[src/rtl/cdc_pkg.sv]
// Shared definitions for the pulse receiver: FSM state encoding and
// default constants for the synchronizer depth and qualification width.
package cdc_pkg;

   typedef enum logic [1:0] {
      IDLE = 2'd0,
      QUAL = 2'd1,
      HOLD = 2'd2
   } fsm_state_e;

   localparam int SYNC_STAGES_DEF = 2;
   localparam int MIN_WIDTH_DEF   = 2;

   // Width counter is wide enough for the largest legal MIN_WIDTH (15).
   localparam int WCNT_W = 4;

endpackage

[src/rtl/cdc_sync_bit.sv]
// Single-bit multi-flop synchronizer. Kept as its own module so the
// synchronizer flops can be located by name for CDC constraints.
// There is no logic between the stages.
module cdc_sync_bit #(
   parameter int STAGES = 2
) (
   input  logic i_clk,
   input  logic i_rst_n,
   input  logic i_d,
   output logic o_q
);

   logic [STAGES-1:0] sync_q;

   // Shift the asynchronous input through the synchronizer chain.
   always_ff @(posedge i_clk or negedge i_rst_n) begin
      if (!i_rst_n) begin
         sync_q <= '0;
      end else begin
         sync_q <= {sync_q[STAGES-2:0], i_d};
      end
   end

   assign o_q = sync_q[STAGES-1];

endmodule

[src/rtl/pulse_sync_rx.sv]
// Receiver for a stretched pulse from a foreign clock domain. The input is
// synchronized, then qualified by a minimum high width; a qualified event
// yields a one-cycle o_pulse, a too-short one a one-cycle o_glitch.
// Optional feature macro: PULSE_SYNC_RX_CNT_EN enables the saturating event
// counter and its clear input; without it o_evt_cnt is tied to zero.
module pulse_sync_rx
   import cdc_pkg::*;
#(
   parameter int SYNC_STAGES = SYNC_STAGES_DEF,
   parameter int MIN_WIDTH   = MIN_WIDTH_DEF,
   parameter int CNT_W       = 8
) (
   input  logic             i_clk,
   input  logic             i_rst_n,
   input  logic             i_pulse_a,
   input  logic             i_cnt_clr,
   output logic             o_pulse,
   output logic             o_level,
   output logic             o_glitch,
   output logic             o_busy,
   output logic [CNT_W-1:0] o_evt_cnt
);

   localparam logic [WCNT_W-1:0] MIN_W_L = WCNT_W'(MIN_WIDTH);
   localparam logic [WCNT_W-1:0] ONE_W_L = WCNT_W'(1);

   logic              level_s;
   fsm_state_e        state_q, state_d;
   logic [WCNT_W-1:0] wcnt_q, wcnt_d;
   logic [WCNT_W-1:0] wcnt_inc_s;
   logic              fire_s;
   logic              glitch_s;
   logic              pulse_q;
   logic              glitch_q;
   logic              busy_q;

   cdc_sync_bit #(
      .STAGES (SYNC_STAGES)
   ) u_sync (
      .i_clk   (i_clk),
      .i_rst_n (i_rst_n),
      .i_d     (i_pulse_a),
      .o_q     (level_s)
   );

   assign wcnt_inc_s = wcnt_q + ONE_W_L;

   // Next-state logic: qualify the synchronized level by its high width.
   always_comb begin
      state_d  = state_q;
      wcnt_d   = wcnt_q;
      fire_s   = 1'b0;
      glitch_s = 1'b0;
      case (state_q)
         IDLE: begin
            if (level_s) begin
               if (MIN_W_L == ONE_W_L) begin
                  fire_s  = 1'b1;
                  wcnt_d  = '0;
                  state_d = HOLD;
               end else begin
                  wcnt_d  = ONE_W_L;
                  state_d = QUAL;
               end
            end else begin
               wcnt_d  = '0;
               state_d = IDLE;
            end
         end
         QUAL: begin
            if (level_s) begin
               wcnt_d = wcnt_inc_s;
               if (wcnt_inc_s == MIN_W_L) begin
                  fire_s  = 1'b1;
                  state_d = HOLD;
               end else begin
                  state_d = QUAL;
               end
            end else begin
               // Level dropped before qualifying: flag and discard.
               glitch_s = 1'b1;
               wcnt_d   = '0;
               state_d  = IDLE;
            end
         end
         HOLD: begin
            // Wait for a full falling edge before re-arming.
            if (!level_s) begin
               wcnt_d  = '0;
               state_d = IDLE;
            end else begin
               state_d = HOLD;
            end
         end
         default: begin
            wcnt_d  = '0;
            state_d = IDLE;
         end
      endcase
   end

   // State, width counter and registered event/status outputs.
   always_ff @(posedge i_clk or negedge i_rst_n) begin
      if (!i_rst_n) begin
         state_q  <= IDLE;
         wcnt_q   <= '0;
         pulse_q  <= 1'b0;
         glitch_q <= 1'b0;
         busy_q   <= 1'b0;
      end else begin
         state_q  <= state_d;
         wcnt_q   <= wcnt_d;
         pulse_q  <= fire_s;
         glitch_q <= glitch_s;
         busy_q   <= (state_d != IDLE);
      end
   end

`ifdef PULSE_SYNC_RX_CNT_EN
   localparam logic [CNT_W-1:0] CNT_MAX = {CNT_W{1'b1}};

   logic [CNT_W-1:0] cnt_q, cnt_d;

   // Saturating event count; a clear takes priority over a coincident fire.
   always_comb begin
      cnt_d = cnt_q;
      if (i_cnt_clr) begin
         cnt_d = '0;
      end else if (fire_s && (cnt_q != CNT_MAX)) begin
         cnt_d = cnt_q + CNT_W'(1);
      end else begin
         cnt_d = cnt_q;
      end
   end

   // Event counter register.
   always_ff @(posedge i_clk or negedge i_rst_n) begin
      if (!i_rst_n) begin
         cnt_q <= '0;
      end else begin
         cnt_q <= cnt_d;
      end
   end

   assign o_evt_cnt = cnt_q;
`else
   logic unused_cnt_clr_s;
   assign unused_cnt_clr_s = i_cnt_clr;
   assign o_evt_cnt        = '0;
`endif

   assign o_pulse  = pulse_q;
   assign o_glitch = glitch_q;
   assign o_busy   = busy_q;
   assign o_level  = level_s;

endmodule

[config.mk]
export PLATFORM = sky130hd
export DESIGN_NAME = pulse_sync_rx
export DESIGN_NICKNAME = d
export VERILOG_FILES = /design/src/rtl/cdc_pkg.sv /design/src/rtl/cdc_sync_bit.sv /design/src/rtl/pulse_sync_rx.sv
export SDC_FILE = /design/constraint.sdc
export NUM_CORES = 1
export LEC_CHECK = 0
export ABC_AREA = 1
export CORE_MARGIN = 2
export CORE_UTILIZATION = 30
export CTS_CLUSTER_DIAMETER = 120
export DETAILED_ROUTE_END_ITERATION = 6
export PLACE_DENSITY = 0.62
export REMOVE_ABC_BUFFERS = 1
export SLEW_MARGIN = 20
export SYNTH_ARGS = -nofsm -noshare
export SYNTH_HDL_FRONTEND = slang
export SYNTH_SLANG_ARGS = --single-unit
[constraint.sdc]
create_clock -name i_clk -period 1.3 [get_ports i_clk]
set_clock_uncertainty 0.2 [all_clocks]
set_input_delay 0.39 -clock i_clk [delete_from_list [all_inputs] [get_ports i_clk]]
set_output_delay 0.39 -clock i_clk [all_outputs]
set_load 0.02 [all_outputs]
==> flow_metrics.env <==
export IMPL_place_congestion=0.756
export IMPL_io_pins=16
export IMPL_dp_final_hpwl_um=587
export IMPL_start_kind="flop"
export IMPL_rsz0062_at_grt="true"
export IMPL_drt_iter0_drc=1
export IMPL_cts_setup_buffers=0
export IMPL_timing_final_crit_share_pct=106
export IMPL_syn_area_um2=533
export IMPL_critPathArrivalTime_ps=780
export IMPL_cts_made_buffers=3
export IMPL_ys_types=18
export IMPL_multi_input_area_um2=215
export IMPL_switchingPower_w=0.000221
export IMPL_synthArstFlopShare_pct=100
export IMPL_n_fill_cell=176
export IMPL_ys_ff_latch=11
export IMPL_p_leak_nw=0.322
export IMPL_antenna_found_initial=0
export IMPL_swShare_pct=28.8
export IMPL_top_usage_layer="met2"
export IMPL_clkPwrFrac_pct=29.8
export IMPL_rows=15
export IMPL_grtUsageMet1_pct=10.4
export IMPL_ir_drop_uv=509
export IMPL_antennaDiodeCount=0
export IMPL_path_cells="buf_6"
export IMPL_initial_core_util_pct=31.6
export IMPL_seqPwrFrac_pct=49.6
export IMPL_ys_flop_type="dfrtp_1"
export IMPL_cts_tree="built"
export IMPL_synth_edf_count=0
export IMPL_ant_nets=0
export IMPL_synth_seq_area_share_pct=51.6
export IMPL_grt_total_usage_pct=9.29
export IMPL_avgSynthCellArea_um2=9.69
export IMPL_final_max_slew_viol_count=0
export IMPL_core_area_mm2=0.00169
export IMPL_combPwrFrac_pct=20.6
export IMPL_clockBufferDepth=2
export IMPL_cp_top_family="flip-flops"
export IMPL_setup_violations=7
export IMPL_cp_max_fo=2
export IMPL_pre_cts_slack_ps=-205
export IMPL_seq_area_um2=275
export IMPL_cts_root_buf="clkbuf_4"
export IMPL_grt_pass1_wl_um=1350
export IMPL_routed_wl_um=779
export IMPL_status="finished with violations"
export IMPL_drive_gt1_share_pct=38.2
export IMPL_violations="negative setup slack"
export IMPL_final_nets=75
export IMPL_grt_pass1_vias=334
export IMPL_fin_ws_ps=-73.6
export IMPL_path_buf_inv=1
export IMPL_grt_use_met3_pct=3.53
export IMPL_finalCriticalPeriod_ps=1370
export IMPL_die_y_um=46.2
export IMPL_final_cell_mix="dfrtp_1, conb_1, nand2_2, inv_1"
export IMPL_wire_per_inst_um=9.16
export IMPL_yosysWarningCount=0
export IMPL_fp_dieW_um=46.2
export IMPL_fmax_ghz=0.728
export IMPL_die_area_mm2=0.00213
export IMPL_p_int_w=0.000547
export IMPL_met2_usage_pct=15.0
export IMPL_drc_errors=0
export IMPL_synthCells=55
export IMPL_clkSinkCount=11
export IMPL_hold_viol_final=0
export IMPL_clkTransAtPathRegs_ps=70
export IMPL_grt_max_degree=12
export IMPL_holdCritPathClass="flop to flop"
export IMPL_grt_overflow=0
export IMPL_io_buffers=6
export IMPL_slowest_stage="dfrtp_1"
export IMPL_slowest_delay_ps=380
export IMPL_vias=363
export IMPL_htreeDepth=1
export IMPL_clk_latency_ps=270
export IMPL_cellPowerDensity_mw_per_mm2=1160
export IMPL_syn_to_final_growth_pct=24.4
export IMPL_hold_buffers=0
export IMPL_setup_tns_ps=-351
export IMPL_worstSetupEndpointType="output pin"
export IMPL_vias_per_cell=4.27
export IMPL_whs_ps=149
export IMPL_dr_pass1_iters=2
export IMPL_max_cap_viol_count=0
export IMPL_crit_type="flop to output pin"
export IMPL_cp_required_ps=710
export IMPL_mostFrequentLayoutCell="dfrtp_1"
## layer usage
metal	share of wire, %	up-vias	wire, um
met3	6.0	2	47
met5	0	-	0
li1	-	185	-
met1	46	164	359
met4	2.2	0	17
met2	46	12	356
## registers in the layout, indices dropped and copies added, names as in the netlist
signal and cells:
u_sync.sync_q 2, o_glitch 1, o_busy 1, state_q 2
o_pulse 1, wcnt_q 4
## what timing repair did
item                       4_1_cts  5_1_grt
resized for setup               26        6
cloned                           0        0
setup endpoints to repair        6       10
pin swaps                        1        4
## Yosys cell counts (2+ instances only)
cell type | instances | area share [%]
a21oi_1 | 2 | 1.9
buf_4 | 8 | 11
dfrtp_1 | 11 | 52
ha_1 | 2 | 4.7
inv_1 | 7 | 4.9
nand2_1 | 3 | 2.1
nand2_2 | 5 | 5.9
nand3_1 | 4 | 3.8
nor2_1 | 3 | 2.1
o22ai_1 | 2 | 2.3
## power groups by stage
stage	sequential (W)	clock, W	combinational (W)
after floorplan	0.000400	0	0.0000756
after global placement	0.000384	0	0.000147
after detailed placement	0.000385	0	0.000150
after CTS	0.000380	0.000239	0.000153
after global routing	0.000383	0.000258	0.000176
final	0.000381	0.000229	0.000158
## path summary, 6_finish.rpt
path / from / to / slack [ps] / cells after the start
max in group asynchronous: i_rst_n / o_pulse / 550 / 2
min in group asynchronous: i_rst_n / wcnt_q[1] / 210 / 2
hold reg to reg: u_sync.sync_q[0] / u_sync.sync_q[1] / 150 / 0
setup reg to reg: wcnt_q[1] / state_q[0] / -50 / 8
hold / removal: u_sync.sync_q[0] / u_sync.sync_q[1] / 150 / 0
setup / recovery: u_sync.sync_q[1] / o_level / -70 / 1
## stage by stage
stage                     instances  utilization, %  instance area [um2]  total power, W
final                            85            39.3                  663        0.000768
after global routing             85            39.3                  663        0.000817
after detailed placement         81            36.1                  611        0.000535
after CTS                        85            38.1                  644        0.000773
after floorplan                  54               -                  499        0.000476
after global placement           81            36.1                  611        0.000531
## cell families (layout without fill, tap and decap cells)
kind of cell               Yosys count  in the layout  synth area share [%]
AOI/OAI and AO/OA                    6              6                  6.81
adders and majority gates            2              2                  4.69
buffers and inverters               16             22                  16.9
DFF                                 11             11                  51.6
other                                1              8                 0.704
and+or+nand+nor                     19             19                  19.2
## layout make-up
type	instances	share of cell area (%)
Timing Repair Buffer	10	14.3
Sequential cell	11	41.5
Clock buffer	4	3.96
Multi-Input combinational cell	35	32.5
Tap cell	17	3.21
Inverter	8	4.53
(Power assumes the default switching activity.)
